[config.mk]
export PLATFORM = sky130hd
export DESIGN_NAME = simon_host_driver
export DESIGN_NICKNAME = d
export VERILOG_FILES = /design/src/rtl/simon_host_driver.sv
export SDC_FILE = /design/constraint.sdc
export NUM_CORES = 1
export LEC_CHECK = 0
export CORE_ASPECT_RATIO = 2
export CORE_MARGIN = 2
export CORE_UTILIZATION = 39
export DETAILED_ROUTE_END_ITERATION = 8
export DONT_BUFFER_PORTS = 1
export PLACE_DENSITY = 0.55
export SLEW_MARGIN = 10
export SYNTH_ARGS = -nofsm -noshare
export SYNTH_HDL_FRONTEND = slang
export SYNTH_SLANG_ARGS = --single-unit
export TNS_END_PERCENT = 50
[constraint.sdc]
create_clock -name clk -period 2.28 [get_ports clk]
set_clock_uncertainty 0.15 [all_clocks]
set_input_delay 0.342 -clock clk [delete_from_list [all_inputs] [get_ports clk]]
set_output_delay 0.342 -clock clk [all_outputs]
set_load 0.02 [all_outputs]
[src/rtl/simon_host_driver.sv]
`default_nettype none
// +------------------------------------------------------------------------+
// | Module  : simon_host_driver                                            |
// | Brief   : Host-side initiator for the SIMON 64/96 core. It gathers key |
// |           and block words from a 32-bit stream, runs the load/done     |
// |           handshake and streams the two result words out.             |
// | Revision: 1.0 - initial release                                        |
// +------------------------------------------------------------------------+
module simon_host_driver #(
    parameter int N   = 32,
    parameter int M   = 3,
    parameter int TO  = 255,
    parameter int TOb = 8
) (
    input  logic             clk,
    input  logic             R,
    input  logic             cmd_valid,
    input  logic [1:0]       cmd_op,
    output logic             cmd_ready,
    input  logic [N-1:0]     in_word,
    input  logic             in_valid,
    output logic             in_ready,
    output logic [N-1:0]     out_word,
    output logic             out_valid,
    input  logic             out_ready,
    output logic             newKey,
    output logic             newData,
    output logic             enc_dec,
    output logic             readData,
    output logic [M*N-1:0]   key,
    output logic [2*N-1:0]   inData,
    input  logic             loadKey,
    input  logic             doneKey,
    input  logic             loadData,
    input  logic             doneData,
    input  logic [2*N-1:0]   outData,
    output logic             key_ok,
    output logic             busy,
    output logic             err
);

    localparam int CW = (M > 1) ? $clog2(M) : 1;

    localparam logic [CW-1:0]  c_cnt_last = CW'(M - 1);
    localparam logic [TOb-1:0] c_wd_max   = TOb'(TO);
    // Expiry is tested one count early so the abort edge is the one on which
    // the count would reach TO.
    localparam logic [TOb-1:0] c_wd_lim   = TOb'(TO - 1);

    typedef enum logic [3:0] {
        S_IDLE     = 4'd0,
        S_KEY_COL  = 4'd1,
        S_KEY_REQ  = 4'd2,
        S_KEY_WAIT = 4'd3,
        S_BLK_COL  = 4'd4,
        S_BLK_REQ  = 4'd5,
        S_BLK_WAIT = 4'd6,
        S_OUT0     = 4'd7,
        S_OUT1     = 4'd8
    } state_t;

    state_t                 state_q, state_d;
    logic [CW-1:0]          cnt_q, cnt_d;
    logic [TOb-1:0]         wd_q, wd_d;
    logic [M-1:0][N-1:0]    key_q, key_d;
    logic [1:0][N-1:0]      data_q, data_d;
    logic [1:0][N-1:0]      res_q, res_d;
    logic                   enc_q, enc_d;
    logic                   key_ok_q, key_ok_d;
    logic                   err_q, err_d;
    logic                   rd_q, rd_d;
    logic                   cmd_rdy_q, cmd_rdy_d;

    logic                   w_wait;
    logic                   w_wd_exp;

    assign w_wait   = (state_q == S_KEY_REQ) || (state_q == S_KEY_WAIT) ||
                      (state_q == S_BLK_REQ) || (state_q == S_BLK_WAIT);
    assign w_wd_exp = (wd_q >= c_wd_lim);

    always_ff @(posedge clk) begin
        if (R) begin
            state_q   <= S_IDLE;
            cnt_q     <= '0;
            wd_q      <= '0;
            key_q     <= '0;
            data_q    <= '0;
            res_q     <= '0;
            enc_q     <= 1'b0;
            key_ok_q  <= 1'b0;
            err_q     <= 1'b0;
            rd_q      <= 1'b0;
            cmd_rdy_q <= 1'b0;
        end else begin
            state_q   <= state_d;
            cnt_q     <= cnt_d;
            wd_q      <= wd_d;
            key_q     <= key_d;
            data_q    <= data_d;
            res_q     <= res_d;
            enc_q     <= enc_d;
            key_ok_q  <= key_ok_d;
            err_q     <= err_d;
            rd_q      <= rd_d;
            cmd_rdy_q <= cmd_rdy_d;
        end
    end

    always_comb begin
        state_d  = state_q;
        cnt_d    = cnt_q;
        wd_d     = wd_q;
        key_d    = key_q;
        data_d   = data_q;
        res_d    = res_q;
        enc_d    = enc_q;
        key_ok_d = key_ok_q;
        err_d    = 1'b0;
        rd_d     = 1'b0;

        case (state_q)
            S_IDLE: begin
                if (cmd_valid && cmd_rdy_q) begin
                    case (cmd_op)
                        2'b00: begin
                            state_d  = S_KEY_COL;
                            cnt_d    = '0;
                            key_ok_d = 1'b0;
                        end
                        2'b01, 2'b10: begin
                            if (key_ok_q) begin
                                state_d = S_BLK_COL;
                                cnt_d   = '0;
                                enc_d   = (cmd_op == 2'b01);
                            end else begin
                                err_d = 1'b1;
                            end
                        end
                        default: err_d = 1'b1;
                    endcase
                end
            end
            S_KEY_COL: begin
                if (in_valid) begin
                    key_d[cnt_q] = in_word;
                    if (cnt_q == c_cnt_last) begin
                        state_d = S_KEY_REQ;
                        cnt_d   = '0;
                    end else begin
                        cnt_d = cnt_q + 1'b1;
                    end
                end
            end
            S_KEY_REQ: begin
                // A handshake seen on the expiry cycle still wins over the abort.
                if (loadKey) begin
                    if (doneKey) begin
                        key_ok_d = 1'b1;
                        state_d  = S_IDLE;
                    end else begin
                        state_d = S_KEY_WAIT;
                    end
                end else if (w_wd_exp) begin
                    err_d    = 1'b1;
                    key_ok_d = 1'b0;
                    state_d  = S_IDLE;
                end
            end
            S_KEY_WAIT: begin
                if (doneKey) begin
                    key_ok_d = 1'b1;
                    state_d  = S_IDLE;
                end else if (w_wd_exp) begin
                    err_d    = 1'b1;
                    key_ok_d = 1'b0;
                    state_d  = S_IDLE;
                end
            end
            S_BLK_COL: begin
                if (in_valid) begin
                    data_d[cnt_q[0]] = in_word;
                    if (cnt_q[0]) begin
                        state_d = S_BLK_REQ;
                        cnt_d   = '0;
                    end else begin
                        cnt_d = cnt_q + 1'b1;
                    end
                end
            end
            S_BLK_REQ: begin
                if (loadData) begin
                    if (doneData) begin
                        res_d   = outData;
                        rd_d    = 1'b1;
                        state_d = S_OUT0;
                    end else begin
                        state_d = S_BLK_WAIT;
                    end
                end else if (w_wd_exp) begin
                    err_d   = 1'b1;
                    state_d = S_IDLE;
                end
            end
            S_BLK_WAIT: begin
                if (doneData) begin
                    res_d   = outData;
                    rd_d    = 1'b1;
                    state_d = S_OUT0;
                end else if (w_wd_exp) begin
                    err_d   = 1'b1;
                    state_d = S_IDLE;
                end
            end
            S_OUT0: begin
                if (out_ready) state_d = S_OUT1;
            end
            S_OUT1: begin
                if (out_ready) state_d = S_IDLE;
            end
            default: state_d = S_IDLE;
        endcase

        // Watchdog restarts on every state change and saturates while waiting.
        if (state_d != state_q) begin
            wd_d = '0;
        end else if (w_wait && (wd_q != c_wd_max)) begin
            wd_d = wd_q + 1'b1;
        end
    end

    // Registered from the next state so it stays low for the cycle after reset.
    assign cmd_rdy_d = (state_d == S_IDLE);

    assign cmd_ready = cmd_rdy_q;
    assign in_ready  = (state_q == S_KEY_COL) || (state_q == S_BLK_COL);
    assign out_valid = (state_q == S_OUT0) || (state_q == S_OUT1);
    assign out_word  = (state_q == S_OUT0) ? res_q[0] :
                       (state_q == S_OUT1) ? res_q[1] : '0;
    assign newKey    = (state_q == S_KEY_REQ);
    assign newData   = (state_q == S_BLK_REQ);
    assign enc_dec   = enc_q;
    assign readData  = rd_q;
    assign key       = key_q;
    assign inData    = data_q;
    assign key_ok    = key_ok_q;
    assign busy      = (state_q != S_IDLE);
    assign err       = err_q;

endmodule
`default_nettype wire

==> results.sh, run 1 <==
export IMPL_synth_edf_count=0
export IMPL_cts_sinks=243
export IMPL_initialDrtViolationCount=438
export IMPL_worst_path_max_fanout=8
export IMPL_r2r_start="state_q[0]"
export IMPL_period_minus_slack_ns=2.33
export IMPL_nets=1312
export IMPL_swShare_pct=20.8
export IMPL_ff2ff_path_depth=6
export IMPL_die_area_sq_um=25700
export IMPL_drive_gt1_share_pct=12.5
export IMPL_cp_top_family="buffers and inverters"
export IMPL_endpoint="out_word[5]"
export IMPL_ys_flop_type="dfxtp_1"
export IMPL_clk_latency_ns=0.52
export IMPL_slowest_stage="dfxtp_4"
export IMPL_cts_made_buffers=23
export IMPL_synthCells=1204
export IMPL_r2r_slack_ns=0
export IMPL_core_area_sq_um=23900
export IMPL_cts_tree="done"
export IMPL_worst_slack_ns=-0.0529
export IMPL_arrival_ns=1.84
export IMPL_firstDrtPassIters=5
export IMPL_final_cell_mix="nand2_1, dfxtp_1, a21oi_1"
export IMPL_hold_path_class="input port to register"
export IMPL_slew_violations=0
export IMPL_p_switching_mw=1.71
export IMPL_clk_pin_slew_ns=0.06
export IMPL_leakagePower_nw=3.85
export IMPL_cp_required_ns=1.79
export IMPL_pwr_share_comb_pct=1.5
export IMPL_grt_ovfl_total=0
export IMPL_rsz0062_at_grt="yes"
export IMPL_gp_congestion=0.883
export IMPL_outcome="finished with violations"
export IMPL_finalCritPeriodShare_pct=102
export IMPL_antenna_cells=0
export IMPL_drt_total_wl_microns=30600
export IMPL_syn_to_final_growth_pct=19.5
export IMPL_synth_top_area_cell="dfxtp_1"
export IMPL_rows=80
export IMPL_drc=0
export IMPL_synthTopCellsByArea="dfxtp_1, nand2_1, a21oi_1, a22o_1, clkbuf_1"
export IMPL_io_buffers=0
export IMPL_p_seq_share_pct=51.9
export IMPL_path_cells="buf_6 -> nor4_4 -> buf_6 -> clkbuf_16 -> a22o_4"
export IMPL_ys_seq_area_share_pct=51.2
export IMPL_grt_start_max_net_pins=236
export IMPL_worstMarginPinSlew_ns=0.601
export IMPL_drv_cap=0
export IMPL_critPathBufInv=3
export IMPL_final_common_cell="nand2_1"
export IMPL_cp_startpoint="state_q[0]"
export IMPL_clockBufferDepth=3
export IMPL_grtUsageTotal_pct=22.6
export IMPL_die_h_microns=225
export IMPL_peakVddDrop_mv=0.582
export IMPL_path_depth=5
export IMPL_dieWidth_microns=114
export IMPL_vias_per_cell=5.46
export IMPL_antenna_found_initial=0
export IMPL_timing_fmax_mhz=429
export IMPL_worstSetupPathType="register to primary output"
export IMPL_postRouteAntennaNets=0
export IMPL_violations="negative hold slack, negative setup slack"
export IMPL_relSlewSlack_pct=58.9
export IMPL_syn_area_sq_um=9500
export IMPL_finalPower_mw=8.22
export IMPL_cp_end_kind="primary output"
export IMPL_powerDensity_nw_per_um2=724
export IMPL_initial_utilization_pct=39.7
export IMPL_p_int_mw=6.51
export IMPL_grt_pass1_wl_microns=45400
export IMPL_avgRoutedWirePerCell_microns=20.4
export IMPL_clockPowerShare_pct=46.6
export IMPL_slowest_delay_ns=0.37
export IMPL_syn_num_nets=1316
export IMPL_yosys_warnings=0
export IMPL_vias=8182
export IMPL_fin_hold_ws_ns=-0.253
export IMPL_netlist_area_leader_share_pct=51.2
export IMPL_cp_common_cell="buf_6"
export IMPL_r2r_end="readData"
export IMPL_start_kind="register"
export IMPL_synth_seq_cells=243
export IMPL_ios=309
export IMPL_syn_area_per_cell_sq_um=7.89
export IMPL_grt_pass1_vias=7828
export IMPL_hpwl_microns=19700
export IMPL_hold_viol_final=231
export IMPL_cts_root_buf="clkbuf_16"
export IMPL_synthArstFlopShare_pct=0
export IMPL_ys_types=58
export IMPL_finalSetupViolCount=33
export IMPL_cts_max_level=1
export IMPL_hp_start="R"
[kinds of logic after synthesis]
logic type	Yosys count	synth area share (%)
compound gates	300	18.3
simple gates	544	24.0
xor+xnor	6	0.553
mux	6	0.672
flops	243	51.2
buf+inv	100	4.60
fa+ha+maj	5	0.659
[sequential cells by signal, indices dropped and copies added, names as in the netlist]
register	cells
cmd_ready	1
cnt_q	2
key	96
err	1
wd_q	8
key_ok	1
readData	1
state_q	4
res_q	64
inData	64
enc_dec	1
[power by group through the flow]
| stage | combinational, mW | sequential [mW] | clock (mW) |
|---|---|---|---|
| after detailed placement | 0.0945 | 4.37 | 0 |
| final | 0.123 | 4.27 | 3.83 |
| after floorplan | 0.120 | 4.37 | 0 |
| after CTS | 0.106 | 4.27 | 3.91 |
| after global routing | 0.132 | 4.27 | 4.08 |
| after global placement | 0.0933 | 4.37 | 0 |
[worst min path at each step]
stage                     end  slack [ns]  cells past startpoint
global route          key[95]       -0.28                      1
detailed placement    key[63]        0.28                      1
CTS                   key[63]       -0.26                      1
floorplan           res_q[32]        0.29                      2
global placement      key[47]        0.28                      1
finish                key[15]       -0.25                      1
[per-layer routing]
metal / up-vias / GRT usage, % / wire length (microns)
met5: - / 0 / 0
met1: 3816 / 21.9 / 10100
met3: 60 / 5.77 / 2360
met2: 302 / 44.0 / 17000
li1: 4004 / - / -
met4: 0 / 9.48 / 1180
[per-stage QoR]
stage	cell area [sq um]	worst slack [ns]	utilization [%]	setup TNS, ns	cells
after floorplan	9500	0.137	-	0	1204
after global placement	9910	-0.246	41.4	-1.89	1441
after detailed placement	9910	-0.224	41.4	-1.81	1441
after CTS	11200	-0.0713	46.9	-1.65	1492
after global routing	11300	-0.116	47.4	-6.96	1499
final	11300	-0.0529	47.4	-0.964	1499
[Yosys cell counts (all sizes together) (2+ instances only)]
cell / n
a2111oi: 3
a211o: 2
a211oi: 3
a21bo: 2
a21oi: 230
a22o: 32
a32oi: 2
and2: 2
and3: 4
and4: 2
buf: 31
clkbuf: 60
dfxtp: 243
ha: 5
inv: 9
mux2i: 6
nand2: 457
nand2b: 7
nand3: 6
nand3b: 4
nor2: 19
nor2b: 8
nor3: 9
nor4: 5
nor4b: 9
o2111ai: 4
o211ai: 5
o21ai: 4
o31ai: 3
or2: 2
or4: 2
xnor2: 6
[area by class of cell]
| cell class | count | area (sq um) |
|---|---|---|
| clock inverters | 5 | 81.3 |
| multi-input cells | 861 | 4630 |
| clock buffers | 32 | 649 |
| flip-flops and latches | 243 | 4880 |
| fillers | 2376 | 12600 |
| repair buffers | 62 | 714 |
| inverters | 9 | 37.5 |
| well taps | 287 | 359 |
[repair_timing]
action                                 4_1_cts  5_1_grt
setup endpoints to repair                   72      108
pin swaps                                    5        3
gates cloned                                 4        1
endpoints found under the hold margin      236      231
gates resized for setup                     90       10
setup buffers                                7        1
hold buffers                                 3        5
Note: power is estimated with default switching activity, not from simulation.
==> run 2, diff against run 1 <==
RECOVER_POWER = 50   (was unset)
==> run 2 against run 1 <==
  * The run still ends with negative hold slack, negative setup slack left
  * Combinational power is essentially flat
  * Highest routed layer unchanged
  * Critical path type unchanged
  * Sequential share of layout area is essentially flat
  * First-iteration DRC count shrank 0.23%
  * Global-route usage is the same
  * Power is essentially flat
==> results.sh, run 2 (synthesis gave the netlist of run 1 again) <==
export IMPL_worst_slack_ns=-0.0529
export IMPL_cts_sinks=243
export IMPL_avgRoutedWirePerCell_microns=20.4
export IMPL_largest_reg_flops=96
export IMPL_cts_tree="done"
export IMPL_gp_congestion=0.883
export IMPL_drt_total_wl_microns=30600
export IMPL_die_area_sq_um=25700
export IMPL_drv_cap=0
export IMPL_hpwl_microns=19700
export IMPL_grtUsageTotal_pct=22.6
export IMPL_final_cell_mix="nand2_1, dfxtp_1, a21oi_1"
export IMPL_ios=309
export IMPL_rows=80
export IMPL_core_area_sq_um=23900
export IMPL_hold_path_class="input port to register"
export IMPL_worst_path_max_fanout=8
export IMPL_fin_area_sq_um=11300
export IMPL_vias=8185
export IMPL_rsz0062_at_grt="yes"
export IMPL_arrival_ns=1.84
export IMPL_worstMarginPinSlew_ns=0.601
export IMPL_grt_pass1_wl_microns=45400
export IMPL_grt_start_max_net_pins=236
export IMPL_syn_to_final_growth_pct=19.4
export IMPL_drive_gt1_share_pct=12.3
export IMPL_grt_pass1_vias=7828
export IMPL_dieWidth_microns=114
export IMPL_powerDensity_nw_per_um2=724
export IMPL_vias_per_cell=5.46
export IMPL_postRouteAntennaNets=0
export IMPL_relSlewSlack_pct=58.9
export IMPL_clockBufferDepth=3
export IMPL_nFillCells=2375
export IMPL_outcome="finished with violations"
export IMPL_cts_root_buf="clkbuf_16"
export IMPL_start_kind="register"
export IMPL_nets=1312
export IMPL_drc=0
export IMPL_antenna_found_initial=0
export IMPL_slew_violations=0
export IMPL_peakVddDrop_mv=0.582
export IMPL_clk_pin_slew_ns=0.06
export IMPL_post_dp_cell_area_sq_um=9910
export IMPL_firstDrtPassIters=5
export IMPL_final_common_cell="nand2_1"
export IMPL_initialDrtViolationCount=437
export IMPL_period_minus_slack_ns=2.33
export IMPL_io_buffers=0
export IMPL_cp_required_ns=1.79
export IMPL_grt_ovfl_total=0
export IMPL_violations="negative hold slack, negative setup slack"
export IMPL_finalSetupViolCount=33
export IMPL_cts_max_level=1
export IMPL_die_h_microns=225
export IMPL_cts_made_buffers=23
export IMPL_antenna_cells=0
export IMPL_fin_hold_ws_ns=-0.253
export IMPL_leakagePower_nw=3.84
export IMPL_clk_latency_ns=0.52
export IMPL_timing_fmax_mhz=429
export IMPL_initial_utilization_pct=39.7
export IMPL_worstSetupPathType="register to primary output"
export IMPL_cp_end_kind="primary output"
export IMPL_finalCritPeriodShare_pct=102
export IMPL_hold_viol_final=231
## run 2: cell count changes in the layout (fill, tap and decap cells not counted), sizes merged
cell    before  now
clkbuf      33   35
buf         53   51
## run 2: final timing paths
path	from	to	slack, ns	cells after the start
max	state_q[0]	out_word[5]	-0.05	5
min	R	key[15]	-0.25	1
max reg2reg	state_q[0]	readData	0	6
min reg2reg	res_q[58]	res_q[58]	0.32	2
## run 2: critical path, cell delays in order (launching register included)
cell and delay [ns]:
dfxtp_4 0.37, buf_6 0.13, nor4_4 0.27, buf_6 0.21
clkbuf_16 0.19, a22o_4 0.15
## run 2: per-stage QoR
stage	worst slack [ns]	total power [mW]	util [%]	std cells	TNS, ns
2_1_floorplan	0.137	4.49	-	1204	0
3_3_place_gp	-0.246	4.46	41.4	1441	-1.89
3_5_place_dp	-0.224	4.46	41.4	1441	-1.81
4_1_cts	-0.0713	8.29	46.9	1492	-1.65
5_1_grt	-0.116	8.48	47.4	1499	-6.96
6_report	-0.0529	8.21	47.4	1499	-0.963
## run 2: area by class of cell
type	instances	area (sq um)	share of cell area, %
flip-flops and latches	243	4880	43.0
clock inverters	5	81.3	0.717
repair buffers	62	707	6.23
well taps	287	359	3.17
clock buffers	32	649	5.73
multi-input cells	861	4630	40.8
inverters	9	37.5	0.331
## run 2: report_power, final
| group | internal (mW) | total, mW | switching [mW] |
|---|---|---|---|
| Combinational | 0.0518 | 0.122 | 0.0704 |
| Clock | 2.21 | 3.82 | 1.62 |
| Sequential | 4.25 | 4.27 | 0.0185 |
## run 2: timing repair
| item | in CTS | in global routing |
|---|---|---|
| buffers inserted | 7 | 1 |
| gates resized for setup | 90 | 10 |
| pin swaps | 5 | 3 |
| gates cloned | 4 | 1 |
| hold endpoints to repair | 236 | 231 |
| setup endpoints to repair | 72 | 108 |
| hold buffers | 3 | 5 |
## run 2: metal layers
| layer | track usage [%] | vias to the layer above | share of wire [%] |
|---|---|---|---|
| li1 | - | 4004 | - |
| met1 | 21.9 | 3818 | 33 |
| met2 | 44.0 | 303 | 56 |
| met3 | 5.77 | 60 | 7.6 |
| met4 | 9.48 | 0 | 3.9 |
| met5 | 0 | - | 0 |
==> run 3, diff against run 2 <==
PLACE_DENSITY = 0.65   (was 0.55)
==> run 3 against run 2 <==
  * First-iteration DRC count grew 28%
  * Core utilization grew 2.4 points
  * Highest routed layer unchanged
  * Final area up 5.2%
  * Combinational power rose by 66%
  * The flow still finishes with violations (negative hold slack, negative setup slack)
  * Worst hold slack got worse by 0.0068 ns
  * Critical path depth unchanged
  * Global-route usage grew 0.26 points
  * Worst setup slack about the same
  * Final cell count increased by 3.0%
  * Power is 2.0% higher
==> results.sh, run 3 (synthesis gave the netlist of run 1 again) <==
export IMPL_outcome="finished with violations"
export IMPL_violations="negative hold slack, negative setup slack"
export IMPL_rsz0062_at_grt="yes"
export IMPL_clockPowerShare_pct=46.7
export IMPL_r2r_end="wd_q[3]"
export IMPL_clk_latency_ns=0.52
export IMPL_p_int_mw=6.62
export IMPL_holdPathEnd="res_q[63]"
export IMPL_pwr_share_comb_pct=2.4
export IMPL_grtUsageTotal_pct=22.9
export IMPL_firstDrtPassIters=5
export IMPL_drc=0
export IMPL_final_common_cell="nand2_1"
export IMPL_die_area_sq_um=25700
export IMPL_cts_root_buf="clkbuf_16"
export IMPL_finalPower_mw=8.38
export IMPL_r2r_start="state_q[1]"
export IMPL_worst_path_max_fanout=8
export IMPL_post_dp_cell_area_sq_um=9980
export IMPL_critPathBufInv=3
export IMPL_vias_per_cell=5.54
export IMPL_worstSetupPathType="register to primary output"
export IMPL_antenna_found_initial=0
export IMPL_rows=80
export IMPL_finalSetupViolCount=36
export IMPL_nets=1355
export IMPL_slowest_delay_ns=0.36
export IMPL_r2r_slack_ns=-0.01
export IMPL_syn_to_final_growth_pct=25.5
export IMPL_grt_start_max_net_pins=236
export IMPL_drive_gt1_share_pct=14.1
export IMPL_powerDensity_nw_per_um2=703
export IMPL_io_buffers=0
export IMPL_path_cells="buf_12 -> buf_8 -> and3_4 -> clkbuf_16 -> a22o_4"
export IMPL_timing_fmax_mhz=429
export IMPL_vias=8558
export IMPL_drt_total_wl_microns=31800
export IMPL_cts_sinks=243
export IMPL_worstMarginPinSlew_ns=0.722
export IMPL_peakVddDrop_mv=0.656
export IMPL_grt_pass1_wl_microns=45500
export IMPL_hpwl_microns=20000
export IMPL_fin_area_sq_um=11900
export IMPL_worst_slack_ns=-0.0530
export IMPL_dieWidth_microns=114
export IMPL_pre_cts_ws_ns=-0.207
export IMPL_die_h_microns=225
export IMPL_final_cell_mix="nand2_1, dfxtp_1, a21oi_1"
export IMPL_period_minus_slack_ns=2.33
export IMPL_clockBufferDepth=3
export IMPL_cp_end_kind="primary output"
export IMPL_clk_pin_slew_ns=0.06
export IMPL_drv_cap=0
export IMPL_p_seq_share_pct=50.9
export IMPL_slew_violations=0
export IMPL_hp_start="R"
export IMPL_cp_startpoint="state_q[1]"
export IMPL_p_switching_mw=1.76
export IMPL_finalCritPeriodShare_pct=102
export IMPL_swShare_pct=21.0
export IMPL_hold_path_class="input port to register"
export IMPL_core_area_sq_um=23900
export IMPL_grt_pass1_vias=7964
export IMPL_relSlewSlack_pct=51.9
export IMPL_gp_congestion=0.876
export IMPL_hold_viol_final=233
export IMPL_ff2ff_path_depth=6
export IMPL_initial_utilization_pct=39.7
export IMPL_arrival_ns=1.84
export IMPL_nFillCells=2254
export IMPL_leakagePower_nw=4.12
export IMPL_grt_ovfl_total=0
export IMPL_avgRoutedWirePerCell_microns=20.6
export IMPL_antenna_cells=0
export IMPL_slowest_stage="dfxtp_4"
export IMPL_initialDrtViolationCount=561
export IMPL_cp_top_family="buffers and inverters"
export IMPL_cts_tree="done"
export IMPL_cp_required_ns=1.79
export IMPL_fin_hold_ws_ns=-0.260
export IMPL_hold_depth=1
export IMPL_cts_made_buffers=22
export IMPL_largest_reg_flops=96
export IMPL_postRouteAntennaNets=0
export IMPL_ios=309
export IMPL_cts_max_level=1
export IMPL_start_kind="register"
run 3: changes by cell type in the layout (fill, tap and decap cells not counted), moves of 3 or more:
cell           change
buf_12             +5
clkbuf_1           -3
buf_4              +7
dlygate4sd3_1     +24
run 3: metrics by stage:
step / util [%] / std cells / hold slack, ns / setup TNS (ns)
2_1_floorplan: - / 1204 / 0.286 / 0
3_3_place_gp: 41.7 / 1443 / 0.277 / -1.23
3_5_place_dp: 41.7 / 1443 / 0.279 / -1.59
4_1_cts: 47.8 / 1506 / -0.281 / -2.84
5_1_grt: 49.9 / 1544 / -0.277 / -3.44
6_report: 49.9 / 1544 / -0.260 / -1.26
run 3: per-layer routing:
metal / vias up / track usage (%) / share of wire [%]
li1: 4097 / - / -
met1: 4012 / 21.7 / 32
met2: 353 / 44.5 / 56
met3: 96 / 4.31 / 6.5
met4: 0 / 12.8 / 5.6
met5: - / 0 / 0
run 3: power by group through the flow:
stage | Sequential, mW | Clock [mW] | Combinational [mW]
final | 4.27 | 3.91 | 0.202
after CTS | 4.27 | 4.00 | 0.102
after global routing | 4.26 | 4.15 | 0.218
after detailed placement | 4.37 | 0 | 0.0943
after floorplan | 4.37 | 0 | 0.120
after global placement | 4.37 | 0 | 0.0933
run 3: repair_timing:
item | CTS | global route
cloned | 7 | 3
resized for setup | 86 | 25
endpoints found under the setup margin | 41 | 100
buffers inserted | 18 | 6
hold buffers | 1 | 31
endpoints found under the hold margin | 242 | 233
pin swaps | 28 | 19
run 3: worst max path at each step:
stage / endpoint / slack [ns] / cells past startpoint
2_1_floorplan: out_word[0] / 0.14 / 5
3_3_place_gp: wd_q[6] / -0.16 / 6
3_5_place_dp: wd_q[6] / -0.21 / 6
4_1_cts: wd_q[2] / -0.09 / 7
5_1_grt: wd_q[4] / -0.11 / 8
6_report: out_word[0] / -0.05 / 5
run 3: area by class of cell:
cell class / instances / area [sq um] / area share (%)
tap: 287 / 359 / 3.01
clock inverter: 10 / 135 / 1.13
timing repair buffer: 106 / 1240 / 10.4
sequential: 243 / 4880 / 40.9
multi-input combinational: 861 / 4650 / 39.0
clock buffer: 28 / 624 / 5.24
inverter: 9 / 37.5 / 0.315
